$ cat src/rtl/sw_hw_mailbox_ctrl.sv
// Hardware side of the software-to-hardware mailbox.
// Software posts NUM_WORDS words with a 4-phase handshake on to_hw_sig/to_sw_sig.
// The words are captured one per cycle into a shadow bank. The shadow bank is copied
// to the active bank only on a frame boundary, so consumers never see a torn frame.
module sw_hw_mailbox_ctrl #(
    parameter int unsigned NUM_WORDS      = 10,
    parameter int unsigned WORD_W         = 32,
    parameter int unsigned TIMEOUT_CYCLES = 1000000
) (
    input  logic                        Clk,
    input  logic                        Reset,
    input  logic [NUM_WORDS*WORD_W-1:0] port_in,
    input  logic [1:0]                  to_hw_sig,
    output logic [1:0]                  to_sw_sig,
    input  logic                        frame_start,
    output logic [NUM_WORDS*WORD_W-1:0] active_words,
    output logic                        commit_pulse,
    output logic                        frame_valid,
    output logic                        timeout_err
);

    localparam int unsigned IdxW = (NUM_WORDS > 1) ? $clog2(NUM_WORDS) : 1;
    localparam int unsigned CntW = $clog2(TIMEOUT_CYCLES + 1);
    localparam logic [IdxW-1:0] LastIdx = IdxW'(NUM_WORDS - 1);
    localparam logic [CntW-1:0] CntMax  = CntW'(TIMEOUT_CYCLES);

    localparam logic [2:0] StIdle    = 3'd0;
    localparam logic [2:0] StCapture = 3'd1;
    localparam logic [2:0] StAck     = 3'd2;
    localparam logic [2:0] StBusy    = 3'd3;
    localparam logic [2:0] StErr     = 3'd4;

    localparam logic [1:0] SigIdle  = 2'b00;
    localparam logic [1:0] SigPost  = 2'b01;
    localparam logic [1:0] SigAbort = 2'b11;

    logic [2:0]                  state_q, state_d;
    logic [IdxW-1:0]             word_idx_q, word_idx_d;
    logic [CntW-1:0]             cnt_q, cnt_d;
    logic [NUM_WORDS*WORD_W-1:0] shadow_q, shadow_d;
    logic [NUM_WORDS*WORD_W-1:0] active_q, active_d;
    logic                        pending_q, pending_d;
    logic                        commit_pulse_q, commit_pulse_d;
    logic                        frame_valid_q, frame_valid_d;
    logic                        timeout_err_q, timeout_err_d;
    logic                        commit;

    // Next-state logic: handshake FSM, word capture, timeout and frame-boundary commit
    always_comb begin
        state_d       = state_q;
        word_idx_d    = word_idx_q;
        cnt_d         = cnt_q;
        shadow_d      = shadow_q;
        active_d      = active_q;
        pending_d     = pending_q;
        frame_valid_d = frame_valid_q;
        timeout_err_d = timeout_err_q;

        // Never commit while the shadow is being written; wait for the next frame instead.
        commit         = frame_start && pending_q && (state_q != StCapture);
        commit_pulse_d = commit;
        if (commit) begin
            active_d      = shadow_q;
            pending_d     = 1'b0;
            frame_valid_d = 1'b1;
        end

        if ((to_hw_sig == SigAbort) && (state_q != StErr)) begin
            // Abort drops any partial capture; pending stays as it was.
            state_d    = StIdle;
            word_idx_d = '0;
        end else begin
            case (state_q)
                StIdle: begin
                    if (to_hw_sig == SigPost) begin
                        if (pending_q) begin
                            state_d = StBusy;
                        end else begin
                            state_d    = StCapture;
                            word_idx_d = '0;
                        end
                    end
                end
                StBusy: begin
                    // Uses registered pending, so CAPTURE follows a commit by one cycle.
                    if (!pending_q && (to_hw_sig == SigPost)) begin
                        state_d    = StCapture;
                        word_idx_d = '0;
                    end else if (to_hw_sig == SigIdle) begin
                        state_d = StIdle;
                    end
                end
                StCapture: begin
                    for (int k = 0; k < NUM_WORDS; k++) begin
                        if (word_idx_q == IdxW'(k)) begin
                            shadow_d[k*WORD_W +: WORD_W] = port_in[k*WORD_W +: WORD_W];
                        end
                    end
                    if (word_idx_q == LastIdx) begin
                        pending_d  = 1'b1;
                        state_d    = StAck;
                        cnt_d      = '0;
                        word_idx_d = '0;
                    end else begin
                        word_idx_d = word_idx_q + 1'b1;
                    end
                end
                StAck: begin
                    if (to_hw_sig == SigIdle) begin
                        state_d = StIdle;
                    end else begin
                        // Saturating count of cycles software has held the post.
                        if (cnt_q != CntMax) begin
                            cnt_d = cnt_q + 1'b1;
                        end
                        if (cnt_d == CntMax) begin
                            state_d       = StErr;
                            timeout_err_d = 1'b1;
                        end
                    end
                end
                StErr: begin
                    if (to_hw_sig == SigIdle) begin
                        state_d = StIdle;
                    end
                end
                default: begin
                    state_d = StIdle;
                end
            endcase
        end
    end

    // State registers with asynchronous active-high reset
    always_ff @(posedge Clk or posedge Reset) begin
        if (Reset) begin
            state_q        <= StIdle;
            word_idx_q     <= '0;
            cnt_q          <= '0;
            shadow_q       <= '0;
            active_q       <= '0;
            pending_q      <= 1'b0;
            commit_pulse_q <= 1'b0;
            frame_valid_q  <= 1'b0;
            timeout_err_q  <= 1'b0;
        end else begin
            state_q        <= state_d;
            word_idx_q     <= word_idx_d;
            cnt_q          <= cnt_d;
            shadow_q       <= shadow_d;
            active_q       <= active_d;
            pending_q      <= pending_d;
            commit_pulse_q <= commit_pulse_d;
            frame_valid_q  <= frame_valid_d;
            timeout_err_q  <= timeout_err_d;
        end
    end

    // Handshake response decoded purely from the state register
    always_comb begin
        case (state_q)
            StAck:   to_sw_sig = 2'b01;
            StBusy:  to_sw_sig = 2'b10;
            StErr:   to_sw_sig = 2'b11;
            default: to_sw_sig = 2'b00;
        endcase
    end

    assign active_words = active_q;
    assign commit_pulse = commit_pulse_q;
    assign frame_valid  = frame_valid_q;
    assign timeout_err  = timeout_err_q;

endmodule

$ cat config.mk
export PLATFORM = sky130hd
export DESIGN_NAME = sw_hw_mailbox_ctrl
export DESIGN_NICKNAME = d
export VERILOG_FILES = /design/src/rtl/sw_hw_mailbox_ctrl.sv
export SDC_FILE = /design/constraint.sdc
export NUM_CORES = 1
export LEC_CHECK = 0
export BUFFER_PORTS_ARGS = -buffer_cell sky130_fd_sc_hd__buf_4
export CAP_MARGIN = 25
export CORE_ASPECT_RATIO = 2
export CORE_MARGIN = 1.5
export CORE_UTILIZATION = 35
export DETAILED_ROUTE_END_ITERATION = 10
export SLEW_MARGIN = 20
export SYNTH_ARGS = -nofsm -noshare
export SYNTH_HDL_FRONTEND = slang
export SYNTH_SLANG_ARGS = --single-unit
$ cat constraint.sdc
create_clock -name Clk -period 35.5 [get_ports Clk]
set_input_delay 0 -clock Clk [delete_from_list [all_inputs] [get_ports Clk]]
set_output_delay 0 -clock Clk [all_outputs]
set_load 0.02 [all_outputs]
==> flow_results.xml, run 1 <==
<?xml version="1.0" encoding="UTF-8"?>
<metrics>
  <group name="critical_path">
    <metric name="r2r_setup_slack" unit="ns">32.34</metric>
    <metric name="setup.worst_path.start_class" unit="">flop</metric>
    <metric name="timing.critical_path.arrival" unit="ns">3.66</metric>
    <metric name="crit_path_start" unit="">state_q[1]$_DFFE_PP0P_</metric>
    <metric name="worst-r2r-cell-count" unit="">6</metric>
    <metric name="capturing_element_type_of_the_critical_path" unit="">flop</metric>
    <metric name="critPathCapture" unit="">active_words[154]$_DFFE_PP0P_</metric>
    <metric name="critPathKind" unit="">flop to flop</metric>
    <metric name="largest_driver_fanout_on_the_critical_path" unit="">178</metric>
    <metric name="critical_path.reg2reg.startpoint" unit="">state_q[1]$_DFFE_PP0P_</metric>
    <metric name="critPathRequiredTime" unit="ns">36.00</metric>
    <metric name="r2r_end" unit="">active_words[154]$_DFFE_PP0P_</metric>
  </group>
  <group name="route">
    <metric name="drt_iter0_markers" unit="">614</metric>
    <metric name="vias_after_detailed_routing" unit="">17100</metric>
    <metric name="route.detailed.vias_per_inst" unit="">4.79</metric>
    <metric name="detailed_routing_iteration_count_for_the_pre_antenna_repair_pass" unit="">5</metric>
    <metric name="totalWireLength" unit="um">68900</metric>
    <metric name="detail-route-antenna-nets" unit="">0</metric>
    <metric name="routedWlPerCell" unit="um">19.3</metric>
    <metric name="drc" unit="">0</metric>
  </group>
  <group name="layout">
    <metric name="fin_nets" unit="">2913</metric>
    <metric name="num-fill-cells" unit="">6185</metric>
    <metric name="instances_no_fill" unit="">3561</metric>
    <metric name="final_core_utilization" unit="%">51.0</metric>
    <metric name="flow.area_growth_from_synthesis" unit="%">44.5</metric>
    <metric name="insertedDiodeCount" unit="">0</metric>
    <metric name="drive_above_1_share" unit="%">54.3</metric>
  </group>
  <group name="sta">
    <metric name="max_clock_freq" unit="MHz">316</metric>
    <metric name="finalCriticalPeriod" unit="ns">3.16</metric>
    <metric name="max_slew.worst_pin.slew" unit="ns">1.21</metric>
    <metric name="min_period_over_period" unit="%">8.91</metric>
    <metric name="unrepaired_setup_endpoints_after_global_routing" unit="">no</metric>
    <metric name="final-max-slew-violation-count" unit="">0</metric>
    <metric name="finalHoldWorstSlack" unit="ns">0.0393</metric>
    <metric name="final.setup_skew" unit="ns">0.0362</metric>
    <metric name="report.final.setup_viol" unit="">0</metric>
    <metric name="final.setup.tns" unit="ns">0</metric>
    <metric name="slew-limit-headroom" unit="%">19.7</metric>
    <metric name="final-hold-violation-count" unit="">0</metric>
  </group>
  <group name="pwr">
    <metric name="leakage" unit="nW">18.7</metric>
    <metric name="power.clock.fraction" unit="%">30.1</metric>
    <metric name="power.switching" unit="mW">0.674</metric>
    <metric name="power_density" unit="mW/mm^2">63.1</metric>
    <metric name="power.switching_fraction" unit="%">28.8</metric>
    <metric name="peakVddDrop" unit="uV">43.7</metric>
    <metric name="sequentialPowerShare" unit="%">44.7</metric>
    <metric name="p_comb_share" unit="%">25.2</metric>
    <metric name="power.internal" unit="mW">1.66</metric>
  </group>
  <group name="global_routing">
    <metric name="grt-ovfl-total" unit="">0</metric>
    <metric name="pin_count_of_the_biggest_net_entering_global_routing" unit="">179</metric>
    <metric name="first_global_vias" unit="">18900</metric>
    <metric name="grt_util_all_layers" unit="%">18.1</metric>
    <metric name="grt_first_pass_wirelength" unit="um">108000</metric>
    <metric name="antenna_violations_before_repair" unit="">2</metric>
  </group>
  <group name="logic_synthesis">
    <metric name="yosysWarnings" unit="">0</metric>
    <metric name="distinct_cells_synth" unit="">53</metric>
    <metric name="netlist_top_cells_area" unit="">sky130_fd_sc_hd__dfrtp_1 (65%), sky130_fd_sc_hd__mux2_2 (28%), sky130_fd_sc_hd__buf_2 (1.2%)</metric>
    <metric name="dominant_cell_by_count_in_the_synthesized_netlist" unit="">sky130_fd_sc_hd__dfrtp_1</metric>
    <metric name="ys_dominant_reg_cell" unit="">sky130_fd_sc_hd__dfrtp_1</metric>
    <metric name="synth_fp_nets" unit="">1936</metric>
    <metric name="post_synthesis_mean_instance_area" unit="um^2">16.0</metric>
    <metric name="synth.yosys.seq_area_share" unit="%">65.4</metric>
    <metric name="synth_enable_flop_cells" unit="">0</metric>
    <metric name="netlist_instances" unit="">1609</metric>
    <metric name="synthTopCellsByCount" unit="">sky130_fd_sc_hd__dfrtp_1 (671), sky130_fd_sc_hd__mux2_2 (638), sky130_fd_sc_hd__buf_2 (62)</metric>
    <metric name="synth_area" unit="mm^2">0.0257</metric>
    <metric name="yosys_register_bits" unit="">671</metric>
    <metric name="asyncSetResetFlopFracSynth" unit="%">100</metric>
    <metric name="post-synth-top-area-cell" unit="">sky130_fd_sc_hd__dfrtp_1</metric>
    <metric name="yosysTopAreaCellShare" unit="%">65.4</metric>
  </group>
  <group name="cts">
    <metric name="cts_max_path_buffers" unit="">3</metric>
    <metric name="tritoncts" unit="">built</metric>
    <metric name="cts.hold.buffers_added" unit="">324</metric>
    <metric name="ctsRootBufferMaster" unit="">sky130_fd_sc_hd__clkbuf_16</metric>
    <metric name="cts.reportedPaths.clkPinSlew" unit="ns">0.07</metric>
    <metric name="cts-resized-gates" unit="">0</metric>
    <metric name="cts-buffers-inserted" unit="">60</metric>
    <metric name="cts_sinks" unit="">671</metric>
    <metric name="cts-htree-levels" unit="">2</metric>
    <metric name="post-cts-setup-buffer-count" unit="">0</metric>
    <metric name="clock_insertion_delay_worst_skew" unit="ns">0.64</metric>
  </group>
  <group name="floorplanning">
    <metric name="rows" unit="">140</metric>
    <metric name="area_of_the_die" unit="mm^2">0.0751</metric>
    <metric name="ios" unit="">650</metric>
    <metric name="die_y" unit="um">386</metric>
    <metric name="die_w" unit="um">194</metric>
    <metric name="initial_standard_cell_utilization_of_the_core" unit="%">35.3</metric>
    <metric name="core_area" unit="mm^2">0.0727</metric>
  </group>
  <group name="placement">
    <metric name="placement.io_buffers" unit="">649</metric>
    <metric name="placer_s_final_routability_congestion_estimate" unit="">0.804</metric>
    <metric name="detailed_place_hpwl" unit="um">47300</metric>
    <metric name="place.detailed.instances" unit="">3117</metric>
  </group>
  <group name="flow_run">
    <metric name="max_cap_viol_count" unit="">0</metric>
  </group>
  <group name="hold_path">
    <metric name="min-delay-path-class" unit="">input port to async pin</metric>
  </group>
  <group name="status">
    <metric name="run_status" unit="">complete, no violations</metric>
  </group>
</metrics>
[metrics by stage]
step | worst slack, ns | cell area (um^2) | power (mW)
final | 32.34 | 37100 | 2.34
after global routing | 31.87 | 37100 | 2.45
after CTS | 32.13 | 36900 | 2.37
after detailed placement | 31.99 | 31500 | 1.62
after global placement | 32.14 | 31500 | 1.59
after floorplan | 16.69 | 25700 | 1.37
[metal layers]
layer | global-route usage [%] | share of wire [%] | vias to the layer above
met5 | 0 | 0.033 | -
met4 | 5.96 | 2.8 | 4
met3 | 5.52 | 8.2 | 107
met2 | 32.5 | 51 | 655
met1 | 20.4 | 38 | 8620
li1 | - | - | 7671
[cell usage in the layout (no fill, tap or decap), types with 6 or more instances in the layout]
master / Yosys / layout
sky130_fd_sc_hd__clkbuf_16: 0 / 61
sky130_fd_sc_hd__o21ai_0: 35 / 35
sky130_fd_sc_hd__nand3_1: 12 / 12
sky130_fd_sc_hd__nand4_1: 7 / 7
sky130_fd_sc_hd__nand2_1: 29 / 27
sky130_fd_sc_hd__inv_1: 9 / 8
sky130_fd_sc_hd__a21oi_1: 7 / 7
sky130_fd_sc_hd__clkinv_2: 0 / 7
sky130_fd_sc_hd__mux2_2: 638 / 638
sky130_fd_sc_hd__bufinv_16: 0 / 8
sky130_fd_sc_hd__dlygate4sd3_1: 0 / 324
sky130_fd_sc_hd__clkbuf_8: 0 / 15
sky130_fd_sc_hd__clkbuf_1: 19 / 12
sky130_fd_sc_hd__nor3_1: 6 / 6
sky130_fd_sc_hd__nor2_1: 28 / 27
sky130_fd_sc_hd__o31ai_1: 6 / 6
sky130_fd_sc_hd__dfrtp_1: 671 / 671
sky130_fd_sc_hd__buf_4: 0 / 665
[critical path, stage by stage (launching register included)]
cell and delay, ns:
sky130_fd_sc_hd__dfrtp_1 0.55, sky130_fd_sc_hd__nor3b_4 0.12, sky130_fd_sc_hd__nor2_4 0.14, sky130_fd_sc_hd__buf_12 0.65, sky130_fd_sc_hd__buf_4 0.52, sky130_fd_sc_hd__buf_16 0.31
sky130_fd_sc_hd__mux2_2 0.37
[registers in the layout, indices dropped and copies added, names as in the netlist]
| register | cells |
|---|---|
| state_q | 3 |
| shadow_q | 320 |
| commit_pulse | 1 |
| word_idx_q | 4 |
| active_words | 320 |
| cnt_q | 20 |
| frame_valid | 1 |
| timeout_err | 1 |
| pending_q | 1 |
[worst min path at each step]
stage                                          to  slack (ns)    startpoint
global route        active_words[168]$_DFFE_PP0P_        0.10         Reset
detailed placement      shadow_q[178]$_DFFE_PP0P_        0.20         Reset
global placement        shadow_q[178]$_DFFE_PP0P_        0.19         Reset
CTS                     shadow_q[168]$_DFFE_PP0P_        0.06         Reset
finish                  shadow_q[168]$_DFFE_PP0P_        0.04         Reset
floorplan               shadow_q[226]$_DFFE_PP0P_        0.13  port_in[226]
[cell type report]
class | instances | area (um^2) | share of cell area, %
clock buffer | 88 | 1780 | 4.80
clock inverter | 26 | 372 | 1.00
inverter | 9 | 41.3 | 0.111
multi-input combinational | 845 | 8460 | 22.8
sequential | 671 | 16800 | 45.3
tap | 923 | 1150 | 3.11
timing repair buffer | 999 | 8470 | 22.9
[cell families after synthesis]
kind of cell    after synthesis  synth area share, %
xor+xnor                      5                0.171
fa+ha+maj                     2               0.0975
flops                       671                 65.4
simple gates                119                 2.57
compound gates               74                 1.79
mux                         645                 28.3
buf+inv                      93                 1.66
[power by group through the flow]
stage               clock [mW]  sequential, mW  combinational, mW
floorplan                    0            1.12              0.250
global placement             0            1.05              0.547
detailed placement           0            1.06              0.564
CTS                      0.729            1.04              0.596
global route             0.755            1.07              0.628
finish                   0.703            1.05              0.590
Note: power is estimated with default switching activity, not from simulation.
==> inputs of run 2 (changes only) <==
==> constraint.sdc (replaced) <==
create_clock -name Clk -period 2.9 [get_ports Clk]
set_input_delay 0 -clock Clk [delete_from_list [all_inputs] [get_ports Clk]]
set_output_delay 0 -clock Clk [all_outputs]
set_load 0.02 [all_outputs]
==> run 2 against run 1 <==
Net effect: die area stayed put; design area is 0.47% higher; global-route usage is 0.13 points higher; clock-buffer cell count is 6 lower; largest cell class unchanged; largest power group unchanged; highest routed layer unchanged.
==> flow_results.xml, run 2 (synthesis results as in run 1) <==
<?xml version="1.0" encoding="UTF-8"?>
<metrics>
  <group name="status">
    <metric name="run_status" unit="">complete, no violations</metric>
  </group>
  <group name="hold_path">
    <metric name="hold_end" unit="">shadow_q[281]$_DFFE_PP0P_</metric>
    <metric name="min-delay-path-class" unit="">input port to flop</metric>
    <metric name="hp-start" unit="">port_in[281]</metric>
    <metric name="hold_depth" unit="">3</metric>
  </group>
  <group name="flow_run">
    <metric name="max_cap_viol_count" unit="">0</metric>
  </group>
  <group name="sta">
    <metric name="final-hold-violation-count" unit="">0</metric>
    <metric name="min_period_over_period" unit="%">86.3</metric>
    <metric name="layout_setup_ws" unit="ns">0.396</metric>
    <metric name="finalCriticalPeriod" unit="ns">2.50</metric>
    <metric name="unrepaired_setup_endpoints_after_global_routing" unit="">no</metric>
    <metric name="final-max-slew-violation-count" unit="">0</metric>
    <metric name="max_slew.worst_pin.slew" unit="ns">0.673</metric>
    <metric name="report.final.setup_viol" unit="">0</metric>
    <metric name="max_clock_freq" unit="MHz">399</metric>
    <metric name="final.setup_skew" unit="ns">0.0386</metric>
    <metric name="final.setup.tns" unit="ns">0</metric>
    <metric name="slew-limit-headroom" unit="%">55.1</metric>
  </group>
  <group name="critical_path">
    <metric name="r2r_setup_slack" unit="ns">0.40</metric>
    <metric name="critPathRequiredTime" unit="ns">3.44</metric>
    <metric name="timing.critical_path.arrival" unit="ns">3.04</metric>
    <metric name="worst-r2r-cell-count" unit="">7</metric>
    <metric name="r2r_end" unit="">state_q[2]$_DFFE_PP0P_</metric>
    <metric name="critPathKind" unit="">flop to flop</metric>
    <metric name="capturing_element_type_of_the_critical_path" unit="">flop</metric>
    <metric name="critical_path.reg2reg.startpoint" unit="">cnt_q[1]$_DFFE_PP0P_</metric>
    <metric name="setup.worst_path.start_class" unit="">flop</metric>
    <metric name="largest_driver_fanout_on_the_critical_path" unit="">10</metric>
  </group>
  <group name="global_routing">
    <metric name="antenna_violations_before_repair" unit="">4</metric>
    <metric name="grt-ovfl-total" unit="">0</metric>
    <metric name="pin_count_of_the_biggest_net_entering_global_routing" unit="">119</metric>
    <metric name="first_global_vias" unit="">19100</metric>
    <metric name="grt_first_pass_wirelength" unit="um">108000</metric>
    <metric name="grt_util_all_layers" unit="%">18.3</metric>
  </group>
  <group name="pwr">
    <metric name="power.total" unit="mW">28.7</metric>
    <metric name="leakage" unit="nW">18.7</metric>
    <metric name="power_density" unit="mW/mm^2">769</metric>
    <metric name="peakVddDrop" unit="uV">552</metric>
  </group>
  <group name="layout">
    <metric name="layout.cells.most_common" unit="">sky130_fd_sc_hd__buf_4</metric>
    <metric name="final_core_utilization" unit="%">51.2</metric>
    <metric name="fin_nets" unit="">2932</metric>
    <metric name="commonest_cells_after_routing_fill_and_taps_aside" unit="">sky130_fd_sc_hd__buf_4 (679), sky130_fd_sc_hd__dfrtp_1 (671), sky130_fd_sc_hd__mux2_2 (638)</metric>
    <metric name="drive_above_1_share" unit="%">54.7</metric>
    <metric name="num-fill-cells" unit="">6118</metric>
    <metric name="instances_no_fill" unit="">3581</metric>
    <metric name="flow.area_growth_from_synthesis" unit="%">45.1</metric>
  </group>
  <group name="placement">
    <metric name="place.detailed.instances" unit="">3141</metric>
    <metric name="detailed_place_hpwl" unit="um">48400</metric>
    <metric name="placement.io_buffers" unit="">649</metric>
    <metric name="dpl_worst_slack" unit="ns">0.457</metric>
    <metric name="placer_s_final_routability_congestion_estimate" unit="">0.840</metric>
  </group>
  <group name="cts">
    <metric name="tritoncts" unit="">built</metric>
    <metric name="ctsRootBufferMaster" unit="">sky130_fd_sc_hd__clkbuf_16</metric>
    <metric name="cts.reportedPaths.clkPinSlew" unit="ns">0.07</metric>
    <metric name="cts-htree-levels" unit="">2</metric>
    <metric name="cts_max_path_buffers" unit="">3</metric>
    <metric name="cts-buffers-inserted" unit="">59</metric>
    <metric name="clock_insertion_delay_worst_skew" unit="ns">0.63</metric>
    <metric name="cts_sinks" unit="">671</metric>
    <metric name="cts-resized-gates" unit="">0</metric>
  </group>
  <group name="route">
    <metric name="drt_iter0_markers" unit="">451</metric>
    <metric name="detail-route-antenna-nets" unit="">0</metric>
    <metric name="detailed_routing_iteration_count_for_the_pre_antenna_repair_pass" unit="">4</metric>
    <metric name="routedWlPerCell" unit="um">19.4</metric>
    <metric name="totalWireLength" unit="um">69400</metric>
    <metric name="vias_after_detailed_routing" unit="">17100</metric>
    <metric name="route.detailed.vias_per_inst" unit="">4.77</metric>
    <metric name="drc" unit="">0</metric>
  </group>
  <group name="floorplanning">
    <metric name="core_area" unit="mm^2">0.0727</metric>
    <metric name="area_of_the_die" unit="mm^2">0.0751</metric>
    <metric name="initial_standard_cell_utilization_of_the_core" unit="%">35.3</metric>
    <metric name="rows" unit="">140</metric>
    <metric name="die_w" unit="um">194</metric>
    <metric name="ios" unit="">650</metric>
    <metric name="die_y" unit="um">386</metric>
  </group>
</metrics>
-- run 2: power breakdown --
part | leakage, nW | internal, mW | switching (mW)
clock | 1.04 | 5.08 | 3.58
combinational | 8.68 | 3.87 | 3.38
sequential | 9.02 | 11.5 | 1.22
total | 18.7 | 20.5 | 8.18
-- run 2: worst max-delay path by stage --
| stage | end | slack (ns) | from |
|---|---|---|---|
| after global placement | state_q[2]$_DFFE_PP0P_ | 0.50 | cnt_q[1]$_DFFE_PP0P_ |
| after global routing | state_q[2]$_DFFE_PP0P_ | 0.26 | cnt_q[1]$_DFFE_PP0P_ |
| after CTS | state_q[2]$_DFFE_PP0P_ | 0.44 | cnt_q[1]$_DFFE_PP0P_ |
| after detailed placement | state_q[2]$_DFFE_PP0P_ | 0.46 | cnt_q[1]$_DFFE_PP0P_ |
| after floorplan | active_words[0]$_DFFE_PP0P_ | -6.28 | Reset |
| final | state_q[2]$_DFFE_PP0P_ | 0.40 | cnt_q[1]$_DFFE_PP0P_ |
-- run 2: area by class of cell --
type	count	area [um^2]	area share (%)
well taps	923	1150	3.10
repair buffers	1019	8640	23.2
diodes	4	10.0	0.0269
flip-flops and latches	671	16800	45.1
clock inverters	28	418	1.12
inverters	9	37.5	0.101
clock buffers	82	1740	4.66
multi-input cells	845	8460	22.7
-- run 2: critical path, cell delays in order (launching register included) --
cell and delay (ns):
sky130_fd_sc_hd__dfrtp_1 0.46, sky130_fd_sc_hd__ha_1 0.30, sky130_fd_sc_hd__nand3_1 0.25, sky130_fd_sc_hd__nor3_2 0.59
sky130_fd_sc_hd__o211ai_1 0.21, sky130_fd_sc_hd__a211oi_1 0.29, sky130_fd_sc_hd__nand4_1 0.16, sky130_fd_sc_hd__o21ai_0 0.14
-- run 2: stage by stage --
stage	area, um^2	hold slack (ns)
6_report	37200	0.140
5_1_grt	37200	0.115
4_1_cts	37200	0.0853
3_5_place_dp	31800	0.0994
3_3_place_gp	31800	0.0831
2_1_floorplan	25700	0.132
-- run 2: metal layers --
| metal | routed length (um) | global-route usage [%] | up-vias |
|---|---|---|---|
| met4 | 2020 | 6.31 | 2 |
| met2 | 35100 | 32.6 | 627 |
| met5 | 13 | 0 | - |
| li1 | - | - | 7701 |
| met3 | 5640 | 5.52 | 104 |
| met1 | 26600 | 20.6 | 8648 |
-- run 2: repair_timing --
action | 4_1_cts | 5_1_grt
buffers inserted | 0 | 0
hold buffers | 326 | 0
hold endpoints to repair | 563 | 0
endpoints found under the setup margin | 0 | 0
==> inputs of run 3 (changes only) <==
--- a/config.mk
+++ b/config.mk
@@ -7,10 +7,10 @@
 export LEC_CHECK = 0
 export BUFFER_PORTS_ARGS = -buffer_cell sky130_fd_sc_hd__buf_4
 export CAP_MARGIN = 25
-export CORE_ASPECT_RATIO = 2
-export CORE_MARGIN = 1.5
-export CORE_UTILIZATION = 35
+export CORE_AREA = 2 2 252 254
 export DETAILED_ROUTE_END_ITERATION = 10
+export DIE_AREA = 0 0 254 256
+export PLACE_DENSITY = 0.67
 export SLEW_MARGIN = 20
 export SYNTH_ARGS = -nofsm -noshare
 export SYNTH_HDL_FRONTEND = slang
==> run 3 against run 2 <==
Net effect: via count is essentially flat; clock power up 1%; total power up 0.91%; global-route usage is 3.3 points higher; critical path depth decreased by 1; combinational power grew 1%; register-to-register slack better by 0.20 ns; non-clock buffer count down 7; clock skew shrank 0.023 ns; die area fell by 13%; final cell count is 2.1% lower.
==> flow_results.xml, run 3 (synthesis results as in run 1) <==
<?xml version="1.0" encoding="UTF-8"?>
<metrics>
  <group name="status">
    <metric name="run_status" unit="">complete, no violations</metric>
  </group>
  <group name="placement">
    <metric name="placer_s_final_routability_congestion_estimate" unit="">0.833</metric>
    <metric name="place.detailed.instances" unit="">3059</metric>
    <metric name="placement.io_buffers" unit="">649</metric>
    <metric name="detailed_place_hpwl" unit="um">48800</metric>
    <metric name="dpl_worst_slack" unit="ns">0.641</metric>
  </group>
  <group name="cts">
    <metric name="cts-htree-levels" unit="">3</metric>
    <metric name="post-cts-setup-buffer-count" unit="">0</metric>
    <metric name="tritoncts" unit="">built</metric>
    <metric name="cts_max_path_buffers" unit="">3</metric>
    <metric name="clock_insertion_delay_worst_skew" unit="ns">0.60</metric>
    <metric name="cts_sinks" unit="">671</metric>
    <metric name="cts-buffers-inserted" unit="">72</metric>
    <metric name="cts.reportedPaths.clkPinSlew" unit="ns">0.06</metric>
    <metric name="ctsRootBufferMaster" unit="">sky130_fd_sc_hd__clkbuf_16</metric>
  </group>
  <group name="layout">
    <metric name="commonest_cells_after_routing_fill_and_taps_aside" unit="">sky130_fd_sc_hd__buf_4 (677), sky130_fd_sc_hd__dfrtp_1 (671), sky130_fd_sc_hd__mux2_2 (638)</metric>
    <metric name="drive_above_1_share" unit="%">54.7</metric>
    <metric name="layout.cells.most_common" unit="">sky130_fd_sc_hd__buf_4</metric>
    <metric name="flow.area_growth_from_synthesis" unit="%">44.8</metric>
    <metric name="instances_no_fill" unit="">3507</metric>
    <metric name="fin_nets" unit="">2938</metric>
  </group>
  <group name="route">
    <metric name="detail-route-antenna-nets" unit="">0</metric>
    <metric name="totalWireLength" unit="um">70600</metric>
    <metric name="routedWlPerCell" unit="um">20.1</metric>
    <metric name="drc" unit="">0</metric>
    <metric name="drt_iter0_markers" unit="">866</metric>
    <metric name="vias_after_detailed_routing" unit="">17100</metric>
    <metric name="route.detailed.vias_per_inst" unit="">4.88</metric>
    <metric name="detailed_routing_iteration_count_for_the_pre_antenna_repair_pass" unit="">5</metric>
  </group>
  <group name="floorplanning">
    <metric name="die_w" unit="um">254</metric>
    <metric name="ios" unit="">650</metric>
    <metric name="area_of_the_die" unit="mm^2">0.0650</metric>
    <metric name="core_area" unit="mm^2">0.0624</metric>
    <metric name="rows" unit="">92</metric>
    <metric name="initial_standard_cell_utilization_of_the_core" unit="%">41.1</metric>
    <metric name="die_y" unit="um">256</metric>
  </group>
  <group name="global_routing">
    <metric name="antenna_violations_before_repair" unit="">8</metric>
    <metric name="grt_util_all_layers" unit="%">21.5</metric>
    <metric name="first_global_vias" unit="">18900</metric>
    <metric name="pin_count_of_the_biggest_net_entering_global_routing" unit="">99</metric>
    <metric name="grt_first_pass_wirelength" unit="um">109000</metric>
    <metric name="grt-ovfl-total" unit="">0</metric>
  </group>
  <group name="sta">
    <metric name="layout_setup_ws" unit="ns">0.593</metric>
    <metric name="final-hold-violation-count" unit="">0</metric>
    <metric name="final.setup_skew" unit="ns">0.0153</metric>
    <metric name="slew-limit-headroom" unit="%">45.7</metric>
    <metric name="finalCriticalPeriod" unit="ns">2.31</metric>
    <metric name="report.final.setup_viol" unit="">0</metric>
    <metric name="unrepaired_setup_endpoints_after_global_routing" unit="">no</metric>
    <metric name="max_clock_freq" unit="MHz">434</metric>
    <metric name="max_slew.worst_pin.slew" unit="ns">0.813</metric>
    <metric name="final.setup.tns" unit="ns">0</metric>
    <metric name="finalHoldWorstSlack" unit="ns">0.131</metric>
    <metric name="min_period_over_period" unit="%">79.5</metric>
    <metric name="final-max-slew-violation-count" unit="">0</metric>
  </group>
  <group name="critical_path">
    <metric name="critPathKind" unit="">flop to flop</metric>
    <metric name="timing.critical_path.arrival" unit="ns">2.77</metric>
    <metric name="r2r_setup_slack" unit="ns">0.59</metric>
    <metric name="capturing_element_type_of_the_critical_path" unit="">flop</metric>
    <metric name="setup.worst_path.start_class" unit="">flop</metric>
    <metric name="critPathRequiredTime" unit="ns">3.37</metric>
    <metric name="largest_driver_fanout_on_the_critical_path" unit="">32</metric>
  </group>
  <group name="pwr">
    <metric name="peakVddDrop" unit="uV">493</metric>
    <metric name="power_density" unit="mW/mm^2">778</metric>
    <metric name="leakage" unit="nW">18.8</metric>
    <metric name="power.total" unit="mW">28.9</metric>
  </group>
  <group name="hold_path">
    <metric name="min-delay-path-class" unit="">input port to async pin</metric>
  </group>
  <group name="flow_run">
    <metric name="max_cap_viol_count" unit="">0</metric>
  </group>
</metrics>
==> run 3: changes by cell type in the layout (fill, tap and decap cells not counted), sizes merged <==
| cell | change |
|---|---|
| bufinv | -10 |
| clkinvlp | -3 |
| clkbuf | +17 |
| diode | +3 |
| dlygate4sd3 | -2 |
| buf | -5 |
| clkinv | +3 |
==> run 3: final cells by class <==
class | count | area [um^2]
antenna | 7 | 17.5
timing repair buffer | 1012 | 8550
multi-input combinational | 845 | 8460
clock buffer | 99 | 2080
sequential | 671 | 16800
inverter | 9 | 37.5
tap | 846 | 1060
fill | 4759 | 25200
clock inverter | 18 | 170
==> run 3: metrics by stage <==
| stage | util, % | instance area, um^2 |
|---|---|---|
| after floorplan | - | 25700 |
| after global placement | 50.7 | 31600 |
| after detailed placement | 50.7 | 31600 |
| after CTS | 59.5 | 37100 |
| after global routing | 59.6 | 37200 |
| final | 59.6 | 37200 |
==> run 3: routing by layer <==
layer	vias up	GRT usage, %	routed length (um)
li1	7716	-	-
met1	8661	25.3	26900
met2	572	36.9	35700
met3	146	5.97	5290
met4	4	9.13	2580
met5	-	0	26
==> run 3: worst paths after layout <==
| check | startpoint | end | depth (start not counted) |
|---|---|---|---|
| max in group asynchronous | Reset | cnt_q[4]$_DFFE_PP0P_ | 4 |
| min reg2reg | timeout_err$_DFFE_PP0P_ | timeout_err$_DFFE_PP0P_ | 1 |
| min | Reset | shadow_q[209]$_DFFE_PP0P_ | 3 |
| min in group Clk | frame_start | active_words[5]$_DFFE_PP0P_ | 5 |
| max | state_q[2]$_DFFE_PP0P_ | shadow_q[136]$_DFFE_PP0P_ | 6 |
| max reg2reg | state_q[2]$_DFFE_PP0P_ | shadow_q[136]$_DFFE_PP0P_ | 6 |
==> run 3: critical path, cell delays in order (launching register included) <==
cell and delay (ns):
sky130_fd_sc_hd__dfrtp_1 0.49, sky130_fd_sc_hd__nor3b_4 0.40, sky130_fd_sc_hd__nand2_2 0.21, sky130_fd_sc_hd__nor3_4 0.25
sky130_fd_sc_hd__nand2_1 0.14, sky130_fd_sc_hd__buf_4 0.29, sky130_fd_sc_hd__mux2_2 0.35
==> run 3: timing repair <==
action / 4_1_cts / 5_1_grt
hold buffers: 324 / 0
endpoints found under the setup margin: 0 / 0
endpoints found under the hold margin: 326 / 0
gates resized for setup: 0 / 0
==> run 3: power breakdown <==
part	switching (mW)	internal [mW]	leakage, nW
sequential	1.31	11.5	9.02
clock	3.70	5.04	1.10
combinational	3.46	3.86	8.64
